<file path="config.mk">
export PLATFORM = sky130hd
export DESIGN_NAME = rtc_ld_ctrl
export DESIGN_NICKNAME = d
export VERILOG_FILES = /design/src/rtl/rtc_pkg.sv /design/src/rtl/rtc_ld_ctrl.sv
export SDC_FILE = /design/constraint.sdc
export NUM_CORES = 1
export LEC_CHECK = 0
export CAP_MARGIN = 30
export CORE_MARGIN = 1
export CORE_UTILIZATION = 30
export CTS_CLUSTER_SIZE = 24
export DETAILED_ROUTE_END_ITERATION = 10
export PLACE_DENSITY = 0.67
export SKIP_LAST_GASP = 1
export SYNTH_ARGS = -nofsm -noshare
export SYNTH_HDL_FRONTEND = slang
export SYNTH_SLANG_ARGS = --single-unit
</file>
<file path="constraint.sdc">
create_clock -name clk -period 11.2 [get_ports clk]
set_clock_uncertainty 0.2 [all_clocks]
set_input_delay 1.68 -clock clk [delete_from_list [all_inputs] [get_ports clk]]
set_output_delay 1.68 -clock clk [all_outputs]
set_load 0.02 [all_outputs]
</file>
<file path="src/rtl/rtc_pkg.sv">
// Shared RTC load-controller types: opcodes, response codes, FSM states and field widths.
package rtc_pkg;

   localparam int SEC_W = 48;
   localparam int NS_W  = 38;
   localparam int PER_W = 40;
   localparam int ADJ_W = 32;

   localparam logic [29:0] NS_PER_SEC = 30'd1_000_000_000;

   typedef enum logic [1:0] {
      OP_TIME_LD   = 2'd0,
      OP_PERIOD_LD = 2'd1,
      OP_ADJ_LD    = 2'd2,
      OP_TIME_RD   = 2'd3
   } rtc_op_e;

   typedef enum logic [1:0] {
      RSP_OK      = 2'd0,
      RSP_BAD_ARG = 2'd1,
      RSP_TIMEOUT = 2'd2
   } rtc_rsp_e;

   typedef enum logic [1:0] {
      ST_IDLE     = 2'd0,
      ST_LOAD     = 2'd1,
      ST_WAIT_ADJ = 2'd2,
      ST_RESP     = 2'd3
   } ld_state_e;

   // ns field carries whole nanoseconds in [37:8]; the low byte is a sub-ns fraction.
   function automatic logic arg_bad(input rtc_op_e op, input logic [NS_W-1:0] ns,
                                    input logic [PER_W-1:0] per, input logic [ADJ_W-1:0] cnt);
      case (op)
         OP_TIME_LD:   arg_bad = (ns[NS_W-1:8] >= NS_PER_SEC);
         OP_PERIOD_LD: arg_bad = (per == {PER_W{1'b0}});
         OP_ADJ_LD:    arg_bad = (cnt == {ADJ_W{1'b0}});
         default:      arg_bad = 1'b0;
      endcase
   endfunction

endpackage

</file>
<file path="src/rtl/rtc_ld_ctrl.sv">
// Command front-end that validates load requests, strobes load data into the RTC,
// waits (bounded) for adjustment completion and returns one response per command.
module rtc_ld_ctrl
   import rtc_pkg::*;
#(
   parameter logic [31:0] ADJ_TO_CYCLES = 32'd1048576
) (
   input  logic             clk,
   input  logic             rst,
   input  logic             cmd_valid,
   output logic             cmd_ready,
   input  logic [1:0]       cmd_op,
   input  logic [SEC_W-1:0] cmd_sec,
   input  logic [NS_W-1:0]  cmd_ns,
   input  logic [PER_W-1:0] cmd_period,
   input  logic [ADJ_W-1:0] cmd_adj_cnt,
   output logic             rsp_valid,
   input  logic             rsp_ready,
   output logic [1:0]       rsp_code,
   output logic [SEC_W-1:0] rsp_sec,
   output logic [NS_W-1:0]  rsp_ns,
   output logic             time_ld,
   output logic             period_ld,
   output logic             adj_ld,
   output logic [SEC_W-1:0] time_reg_sec_in,
   output logic [NS_W-1:0]  time_reg_ns_in,
   output logic [PER_W-1:0] period_in,
   output logic [PER_W-1:0] period_adj,
   output logic [ADJ_W-1:0] adj_ld_data,
   input  logic             adj_ld_done,
   input  logic [SEC_W-1:0] time_reg_sec,
   input  logic [NS_W-1:0]  time_reg_ns
);

   ld_state_e        state_q, state_d;
   rtc_op_e          op_q, op_d;
   logic             time_ld_q, time_ld_d;
   logic             period_ld_q, period_ld_d;
   logic             adj_ld_q, adj_ld_d;
   logic [SEC_W-1:0] sec_in_q, sec_in_d;
   logic [NS_W-1:0]  ns_in_q, ns_in_d;
   logic [PER_W-1:0] period_in_q, period_in_d;
   logic [PER_W-1:0] period_adj_q, period_adj_d;
   logic [ADJ_W-1:0] adj_data_q, adj_data_d;
   logic             rsp_valid_q, rsp_valid_d;
   rtc_rsp_e         rsp_code_q, rsp_code_d;
   logic [SEC_W-1:0] rsp_sec_q, rsp_sec_d;
   logic [NS_W-1:0]  rsp_ns_q, rsp_ns_d;
   logic [31:0]      to_cnt_q, to_cnt_d;
   logic             done_prev_q, done_prev_d;
   rtc_op_e          cmd_op_s;
   logic             done_rise_s;

   assign cmd_op_s    = rtc_op_e'(cmd_op);
   // Prior-cycle sampling means a level already high at the strobe never counts as a rise.
   assign done_rise_s = adj_ld_done & ~done_prev_q;

   // Next-state, load-register and response computation.
   always_comb begin
      state_d      = state_q;
      op_d         = op_q;
      time_ld_d    = 1'b0;
      period_ld_d  = 1'b0;
      adj_ld_d     = 1'b0;
      sec_in_d     = sec_in_q;
      ns_in_d      = ns_in_q;
      period_in_d  = period_in_q;
      period_adj_d = period_adj_q;
      adj_data_d   = adj_data_q;
      rsp_code_d   = rsp_code_q;
      rsp_sec_d    = rsp_sec_q;
      rsp_ns_d     = rsp_ns_q;
      to_cnt_d     = to_cnt_q;
      done_prev_d  = adj_ld_done;
      case (state_q)
         ST_IDLE: begin
            if (cmd_valid) begin
               op_d = cmd_op_s;
               if (arg_bad(cmd_op_s, cmd_ns, cmd_period, cmd_adj_cnt)) begin
                  state_d    = ST_RESP;
                  rsp_code_d = RSP_BAD_ARG;
               end else if (cmd_op_s == OP_TIME_RD) begin
                  state_d    = ST_RESP;
                  rsp_code_d = RSP_OK;
                  rsp_sec_d  = time_reg_sec;
                  rsp_ns_d   = time_reg_ns;
               end else begin
                  state_d    = ST_LOAD;
                  rsp_code_d = RSP_OK;
                  case (cmd_op_s)
                     OP_TIME_LD: begin
                        time_ld_d = 1'b1;
                        sec_in_d  = cmd_sec;
                        ns_in_d   = cmd_ns;
                     end
                     OP_PERIOD_LD: begin
                        period_ld_d = 1'b1;
                        period_in_d = cmd_period;
                     end
                     OP_ADJ_LD: begin
                        adj_ld_d     = 1'b1;
                        period_adj_d = cmd_period;
                        adj_data_d   = cmd_adj_cnt;
                     end
                     default: state_d = ST_RESP;
                  endcase
               end
            end else begin
               state_d = ST_IDLE;
            end
         end
         ST_LOAD: begin
            if (op_q == OP_ADJ_LD) begin
               state_d  = ST_WAIT_ADJ;
               to_cnt_d = 32'd0;
            end else begin
               state_d = ST_RESP;
            end
         end
         ST_WAIT_ADJ: begin
            if (done_rise_s) begin
               state_d    = ST_RESP;
               rsp_code_d = RSP_OK;
            end else if ((to_cnt_q + 32'd1) == ADJ_TO_CYCLES) begin
               state_d    = ST_RESP;
               rsp_code_d = RSP_TIMEOUT;
            end else begin
               to_cnt_d = to_cnt_q + 32'd1;
            end
         end
         ST_RESP: begin
            if (rsp_ready) begin
               state_d = ST_IDLE;
            end else begin
               state_d = ST_RESP;
            end
         end
         default: state_d = ST_IDLE;
      endcase
      rsp_valid_d = (state_d == ST_RESP);
   end

   // State and output registers with synchronous active-low reset.
   always_ff @(posedge clk) begin
      if (!rst) begin
         state_q      <= ST_IDLE;
         op_q         <= OP_TIME_LD;
         time_ld_q    <= 1'b0;
         period_ld_q  <= 1'b0;
         adj_ld_q     <= 1'b0;
         sec_in_q     <= {SEC_W{1'b0}};
         ns_in_q      <= {NS_W{1'b0}};
         period_in_q  <= {PER_W{1'b0}};
         period_adj_q <= {PER_W{1'b0}};
         adj_data_q   <= {ADJ_W{1'b0}};
         rsp_valid_q  <= 1'b0;
         rsp_code_q   <= RSP_OK;
         rsp_sec_q    <= {SEC_W{1'b0}};
         rsp_ns_q     <= {NS_W{1'b0}};
         to_cnt_q     <= 32'd0;
         done_prev_q  <= 1'b0;
      end else begin
         state_q      <= state_d;
         op_q         <= op_d;
         time_ld_q    <= time_ld_d;
         period_ld_q  <= period_ld_d;
         adj_ld_q     <= adj_ld_d;
         sec_in_q     <= sec_in_d;
         ns_in_q      <= ns_in_d;
         period_in_q  <= period_in_d;
         period_adj_q <= period_adj_d;
         adj_data_q   <= adj_data_d;
         rsp_valid_q  <= rsp_valid_d;
         rsp_code_q   <= rsp_code_d;
         rsp_sec_q    <= rsp_sec_d;
         rsp_ns_q     <= rsp_ns_d;
         to_cnt_q     <= to_cnt_d;
         done_prev_q  <= done_prev_d;
      end
   end

   assign cmd_ready       = (state_q == ST_IDLE);
   assign rsp_valid       = rsp_valid_q;
   assign rsp_code        = rsp_code_q;
   assign rsp_sec         = rsp_sec_q;
   assign rsp_ns          = rsp_ns_q;
   assign time_ld         = time_ld_q;
   assign period_ld       = period_ld_q;
   assign adj_ld          = adj_ld_q;
   assign time_reg_sec_in = sec_in_q;
   assign time_reg_ns_in  = ns_in_q;
   assign period_in       = period_in_q;
   assign period_adj      = period_adj_q;
   assign adj_ld_data     = adj_data_q;

endmodule
</file>
* After elaboration in Yosys (flattened, before gate mapping)
Index checks and enable logic that the tools add are counted.
** Word-level totals
- Bits of input ports :: 251
- Output and inout port bits :: 291
- Register bits :: 327
** Operators by class
- Bitwise logic cells :: 7
- Equality and inequality tests :: 14
- $add $sub $neg :: 1
- Order comparisons :: 1
- Reduce and logical (&&, ||, !) cells :: 15
- Muxes and demuxes :: 24
** Operators by type and width (count)
- 32-bit 2-to-1 mux :: 3
- 32-bit one-hot mux with 2 select lines :: 1
- 40-bit logical NOT :: 1
- 32-bit by 1-bit adder with 32-bit output (second input constant) :: 1
- 32-bit by 21-bit == test with 1-bit output (second input constant) :: 1
- 32-bit logical NOT :: 1
- 30-bit greater-or-equal comparator (second input constant) :: 1
- 2-bit 2-to-1 mux :: 10
- 5-bit AND reduction :: 3
- 2-bit == test (second input constant) :: 6
- 2-bit inequality test (second input constant) :: 4
- 2-bit one-hot mux with 4 select lines :: 1
- 4-bit AND reduction :: 2
- 1-bit 2-to-1 mux :: 7
- 1-bit inverter :: 6
- 5-bit OR reduction :: 1
- 2-bit by 1-bit == test with 1-bit output (second input constant) :: 2
- 2-bit logical NOT :: 2
- 2-bit one-hot mux with 2 select lines :: 1
- 2-bit nonzero test :: 2
- 3-bit inequality test (second input constant) :: 1
- 1-bit one-hot mux with 3 select lines :: 1
- 3-bit AND reduction :: 1
- 3-bit OR reduction :: 1
- other kinds (2) :: 2

* Logic depth before layout (Yosys ltp)
- Word-level depth :: 8
- Gate-level depth with buffers :: 11
- Mapped depth without buffers :: 9

* Least setup slack after synthesis
OpenSTA, ideal clock, no wires.
- Path type :: input to register
- Start :: in cmd_ns[28]
- End :: reg adj_data_q[10], in the netlist adj_ld_data[10]
- Cell stages on the path :: 8
- Setup slack :: 7002 ps
- Arrival :: 3871 ps
- Required time :: 10872 ps
- Buffers on the path :: 2
- Path through :: a2111oi_0 > a211oi_1 > or4_1 > or3b_2 > clkbuf_1 > buf_1 > mux2i_1 > nor2_1
** On the way
- Word-level cells in the longest chain between the ends :: 6
** Ends and longest elaborated chain
- start, declared :: line rtc_ld_ctrl.sv:14 : input logic [NS_W-1:0] cmd_ns,
- 30-bit greater-or-equal comparator :: line rtc_pkg.sv:35 : OP_TIME_LD: arg_bad = (ns[NS_W-1:8] >= NS_PER_SEC);
- 1-bit one-hot mux with 3 select lines :: line rtc_pkg.sv:34 : case (op)
- 1-bit 2-to-1 mux :: line rtc_ld_ctrl.sv:77 : if (cmd_valid) begin
- 1-bit 2-to-1 mux :: line rtc_ld_ctrl.sv:75 : case (state_q)
- 1-bit inverter (no source line)
- 5-bit AND reduction (no source line)
- end signal, assigned :: line rtc_ld_ctrl.sv:155 : adj_data_q <= {ADJ_W{1'b0}};
- end signal, assigned :: line rtc_ld_ctrl.sv:172 : adj_data_q <= adj_data_d;
- end, declared :: line rtc_ld_ctrl.sv:44 : logic [ADJ_W-1:0] adj_data_q, adj_data_d;
No other way between the ends. The select of a mux whose other input is x is not followed.
A chain may end at the register's enable or synchronous reset.

* Final worst setup path
- Start :: in cmd_op[1]
- End :: reg period_adj_q[23], in the netlist period_adj[23]
** On the way
- Word-level cells in the longest chain between the ends :: 6
- Elaborated cells on any way between the ends :: 10
- Those cells by class :: 3 x eq/ne; 3 x mux; 2 x bitwise; 2 x reduce/logical
** Ends and longest elaborated chain
- start, declared :: line rtc_ld_ctrl.sv:12 : input logic [1:0] cmd_op,
- 2-bit == test, or another cell as far along :: line rtc_pkg.sv:34, rtc_ld_ctrl.sv:90
- 1-bit one-hot mux with 3 select lines :: line rtc_pkg.sv:34
- 1-bit 2-to-1 mux :: line rtc_ld_ctrl.sv:77
- 1-bit 2-to-1 mux :: line rtc_ld_ctrl.sv:75
- 1-bit inverter (no source line)
- 5-bit AND reduction (no source line) (*)
- end signal, assigned :: line rtc_ld_ctrl.sv:154 : period_adj_q <= {PER_W{1'b0}};
- end signal, assigned :: line rtc_ld_ctrl.sv:171 : period_adj_q <= period_adj_d;
- end, declared :: line rtc_ld_ctrl.sv:43 : logic [PER_W-1:0] period_adj_q, period_adj_d;
Mark *: on every way between the ends. The rest lies on a longest branch, timed or not. The select of a mux whose other input is x is not followed.

==> flow_summary.rst <==
.. list-table::
   :header-rows: 1

   * - Metric
     - Value
   * - Result of the run
     - finished, final reports clean
   * - Total number of nets in the final design
     - around 2,200
   * - Sink count of the clock tree
     - between 300 and 400
   * - Library cell occupying the most area in the post-synthesis netlist
     - sky130_fd_sc_hd__dfxtp_1
   * - Highest ir drop seen on vdd
     - approximately 0.13 mV
   * - Initial antenna violation count
     - 2
   * - Worst Slack Setup Final
     - approximately 5.7 ns
   * - Proportion of layout cells with a drive suffix above 1
     - 4.93%
   * - Weighted congestion reported at the end of routability-driven placement
     - between 0.8 and 0.9
   * - Y dimension of the die
     - about 210 µm
   * - Starting density of the core
     - slightly above 30%
   * - Worst reg-to-reg path cell count
     - 9
   * - Cell count after synthesis
     - between 1,000 and 1,500
   * - Clock period minus worst slack
     - 5.53 ns
   * - Maximum fanout along the worst path
     - 55
   * - Highest attainable clock frequency
     - approximately 0.18 GHz
   * - Buffer count from post-CTS setup fixing
     - 0
   * - Ys flop type
     - sky130_fd_sc_hd__dfxtp_1
   * - Residual DRC count
     - 0
   * - Number of buffers added on ports
     - roughly 540
   * - Maximum clock path buffer count
     - 3
   * - Number of nets in the synthesized netlist
     - 1,682
   * - Number of cell rows
     - 75
   * - Num CTS Buffers
     - 38
   * - Area of combinational cells with multiple inputs
     - a little under 6000 µm²
   * - Area of the placeable core
     - 42,100 µm²
   * - Final Max Slew Viols
     - 0
   * - TNS Setup
     - 0 ns
   * - RSZ-0062 raised after global routing
     - false
   * - Synth Area per Inst
     - about 9.0 µm²
   * - Worst slew margin
     - a little under a third
   * - Flop2flop setup slack
     - 6.67 ns
   * - Overall die area
     - 43,800 µm²
   * - Fraction of synthesis flops using an asynchronous set or reset pin
     - 0%
   * - Setup violations, final
     - 0
   * - Final clock period utilization by the worst path
     - between 40% and 50%
   * - I/O pin count
     - 542
   * - Routed vias/inst
     - 4.91
   * - Final HPWL from detailed placement
     - 34.5 mm
   * - Horiz. Die Dim
     - ~210 µm
   * - Total routing resource utilization after global routing
     - approximately a fifth
   * - Standby leakage power
     - 8.31 nW
   * - Top library cells by usage in the layout, fill and taps aside
     - 541 x sky130_fd_sc_hd__clkdlybuf4s50_1, 327 x sky130_fd_sc_hd__dfxtp_1, 237 x sky130_fd_sc_hd__nor2_1, 212 x sky130_fd_sc_hd__nand2_1, 200 x sky130_fd_sc_hd__mux2i_1
   * - End of the critical path
     - period_adj[23]
   * - Clock root buffer master
     - sky130_fd_sc_hd__clkbuf_16
   * - Top cells by area, synth
     - sky130_fd_sc_hd__dfxtp_1 51%, sky130_fd_sc_hd__mux2i_1 16%, sky130_fd_sc_hd__nor2_1 6.9%, sky130_fd_sc_hd__nand2_1 6.2%, sky130_fd_sc_hd__a21oi_1 4.6%
   * - Critical Path Start Type
     - primary input
   * - Level count of the clock H-tree
     - 2
   * - Transition time of the tightest slew-check pin
     - ~1.0 ns
   * - Min-delay worst type
     - flip-flop to flip-flop
   * - WP data required
     - ~11 ns
   * - Synth warnings
     - 0
   * - Worst slack, placed
     - 5.05 ns
   * - Routed wire length
     - 47.4 mm
   * - FF+latch area
     - roughly 6500 µm²
   * - Fillcell total
     - about 4,000
   * - Start point of the worst min-delay path
     - rsp_ns[7]
   * - Clock-pin slew of the registers on the worst-case setup and hold paths
     - 0.06 ns
   * - Worst setup path start
     - cmd_op[1]
   * - WS Path Type
     - primary input to flip-flop
   * - Detail-routed net length per standard cell
     - ~19 µm
   * - Layout overhead on the synthesized area
     - 54.8%
   * - Ratio of total power to cell area
     - roughly 140 nW/µm²
   * - Number of hold buffers added after CTS
     - 0
   * - Cell area after synthesis
     - 12,900 µm²
   * - Worst reg2reg endpoint
     - to_cnt_q[9]
   * - Via total after detailed routing
     - between 10,000 and 15,000
   * - Source-to-sink clock delay at the later pin of the worst-skew pair
     - 0.55 ns
   * - Count of different cell masters after synthesis
     - 73
   * - Detailed Routing Iterations Pass 1
     - 5
   * - Overall power consumption
     - ~0.0029 W
   * - Share of the synthesized area in the top cell type
     - around half
   * - Total count of hold-check failures in the final report
     - 0
   * - Launching point of the worst reg2reg path
     - to_cnt_q[0]
   * - Residual antenna-violating net count after detailed routing
     - 0
   * - Most common cell after layout, fill and taps aside
     - sky130_fd_sc_hd__clkdlybuf4s50_1
   * - Maximum capacitance violations
     - 0
   * - Nature of the critical path endpoint
     - flip-flop
   * - Flip-flop and latch count after synthesis
     - 327
   * - Count of flip-flops with a built-in enable after synthesis
     - 0
   * - First-pass GRT wire length
     - 71.2 mm
   * - Pin count of the biggest net entering global routing
     - roughly 160
   * - Count of routing violations after the opening detailed-route iteration
     - about 750
   * - Post-cts sizing count
     - 0
   * - Vias in the first global route
     - between 10,000 and 15,000
   * - Data arrival time of the worst path
     - roughly 5.7 ns
   * - Total congestion overflow
     - 0
   * - CTS tree
     - yes
   * - Sequential fraction of the synthesis area
     - between 50% and 60%
[critical path, cell delays in order]
cell and delay, ns:
sky130_fd_sc_hd__clkdlybuf4s50_1 0.78, sky130_fd_sc_hd__or4_1 0.67, sky130_fd_sc_hd__a211oi_1 0.74, sky130_fd_sc_hd__or4_1 0.25, sky130_fd_sc_hd__or3b_4 0.38, sky130_fd_sc_hd__buf_4 0.83
sky130_fd_sc_hd__mux2i_1 0.29, sky130_fd_sc_hd__nor2_1 0.06
[synth_stat cells, types with 2 or more instances]
cell type / number
sky130_fd_sc_hd__nor2_1: 238
sky130_fd_sc_hd__and4_1: 4
sky130_fd_sc_hd__clkbuf_2: 2
sky130_fd_sc_hd__o311ai_0: 2
sky130_fd_sc_hd__xor2_1: 4
sky130_fd_sc_hd__buf_4: 2
sky130_fd_sc_hd__nand3_2: 2
sky130_fd_sc_hd__or3_2: 2
sky130_fd_sc_hd__buf_2: 9
sky130_fd_sc_hd__buf_1: 21
sky130_fd_sc_hd__inv_1: 4
sky130_fd_sc_hd__o41ai_1: 2
sky130_fd_sc_hd__clkbuf_1: 63
sky130_fd_sc_hd__nand3_1: 20
sky130_fd_sc_hd__and4b_1: 2
sky130_fd_sc_hd__nand4b_1: 3
sky130_fd_sc_hd__nor3_1: 18
sky130_fd_sc_hd__o21ai_0: 23
sky130_fd_sc_hd__mux2i_1: 200
sky130_fd_sc_hd__a311oi_1: 5
sky130_fd_sc_hd__a31oi_1: 14
sky130_fd_sc_hd__nand2b_1: 7
sky130_fd_sc_hd__nor4_4: 3
sky130_fd_sc_hd__nor4_1: 20
sky130_fd_sc_hd__o31ai_1: 10
sky130_fd_sc_hd__nand2_1: 212
sky130_fd_sc_hd__or4_4: 2
sky130_fd_sc_hd__nor2b_1: 3
sky130_fd_sc_hd__nand3b_1: 3
sky130_fd_sc_hd__nand4_1: 15
sky130_fd_sc_hd__or3_1: 7
sky130_fd_sc_hd__nor3b_1: 2
sky130_fd_sc_hd__and2_1: 5
sky130_fd_sc_hd__and3_1: 8
sky130_fd_sc_hd__dfxtp_1: 327
sky130_fd_sc_hd__or4_1: 7
sky130_fd_sc_hd__o31a_1: 2
sky130_fd_sc_hd__a21oi_1: 119
sky130_fd_sc_hd__xnor2_1: 4
[state kept, by name (all words and copies together), names as in the netlist]
| name | count |
|---|---|
| time_ld | 1 |
| op_q | 2 |
| time_reg_ns_in | 38 |
| done_prev_q | 1 |
| time_reg_sec_in | 48 |
| adj_ld_data | 32 |
| rsp_code | 2 |
| state_q | 2 |
| rsp_valid | 1 |
| period_adj | 40 |
| to_cnt_q | 32 |
| adj_ld | 1 |
| period_ld | 1 |
| rsp_sec | 48 |
| period_in | 40 |
| rsp_ns | 38 |
[per-stage QoR]
stage / hold slack [ns] / cell area, µm² / cells / util, %
6_report: 0.251 / 20000 / 2487 / 47.4
5_1_grt: 0.273 / 20000 / 2487 / 47.4
4_1_cts: 0.253 / 20000 / 2486 / 47.4
3_5_place_dp: 0.246 / 18700 / 2421 / 44.5
3_3_place_gp: 0.241 / 18700 / 2418 / 44.3
2_1_floorplan: 0.240 / 12900 / 1430 / -
[power breakdown]
part           switching (W)  internal (W)  total, W
logic               0.000195      0.000194  0.000389
registers          0.0000230       0.00120   0.00123
clock network       0.000492      0.000749   0.00124
total               0.000710       0.00215   0.00286
[area by class of cell]
cell class                      instances  share of cell area [%]
Clock inverter                          8                   0.482
Inverter                                4                   0.113
Timing Repair Buffer                  552                    27.7
Antenna cell                            1                  0.0125
Multi-Input combinational cell        999                    29.8
Tap cell                              539                    3.38
Sequential cell                       327                    32.8
Clock buffer                           57                    5.73
[metal layers]
layer / track usage, % / up-vias / share of wire (%)
met2: 36.3 / 432 / 50
met5: 0 / - / 0.034
met3: 6.48 / 70 / 7.6
met1: 24.3 / 5781 / 40
li1: - / 5916 / -
met4: 7.00 / 2 / 2.5
[cells by family (layout without fill, tap and decap cells)]
| group | Yosys count | after routing | share of synthesized area (%) |
|---|---|---|---|
| other | 0 | 1 | 0 |
| XOR/XNOR | 8 | 8 | 0.543 |
| buffers and inverters | 104 | 621 | 3.37 |
| adder cells (fa/ha/maj) | 1 | 1 | 0.0970 |
| AO/OA/AOI/OAI | 196 | 196 | 8.86 |
| flip-flops | 327 | 327 | 50.7 |
| multiplexers | 200 | 200 | 15.5 |
| AND/OR/NAND/NOR | 594 | 594 | 20.9 |
[worst min path at each step]
stage | to | slack, ns | cells past startpoint
after floorplan | op_q[1] | 0.24 | 2
after global placement | rsp_sec[29] | 0.24 | 2
after detailed placement | rsp_sec[41] | 0.25 | 2
after CTS | rsp_sec[41] | 0.25 | 2
after global routing | rsp_ns[32] | 0.27 | 2
final | rsp_ns[7] | 0.25 | 2
Note: power is estimated with default switching activity, not from simulation.
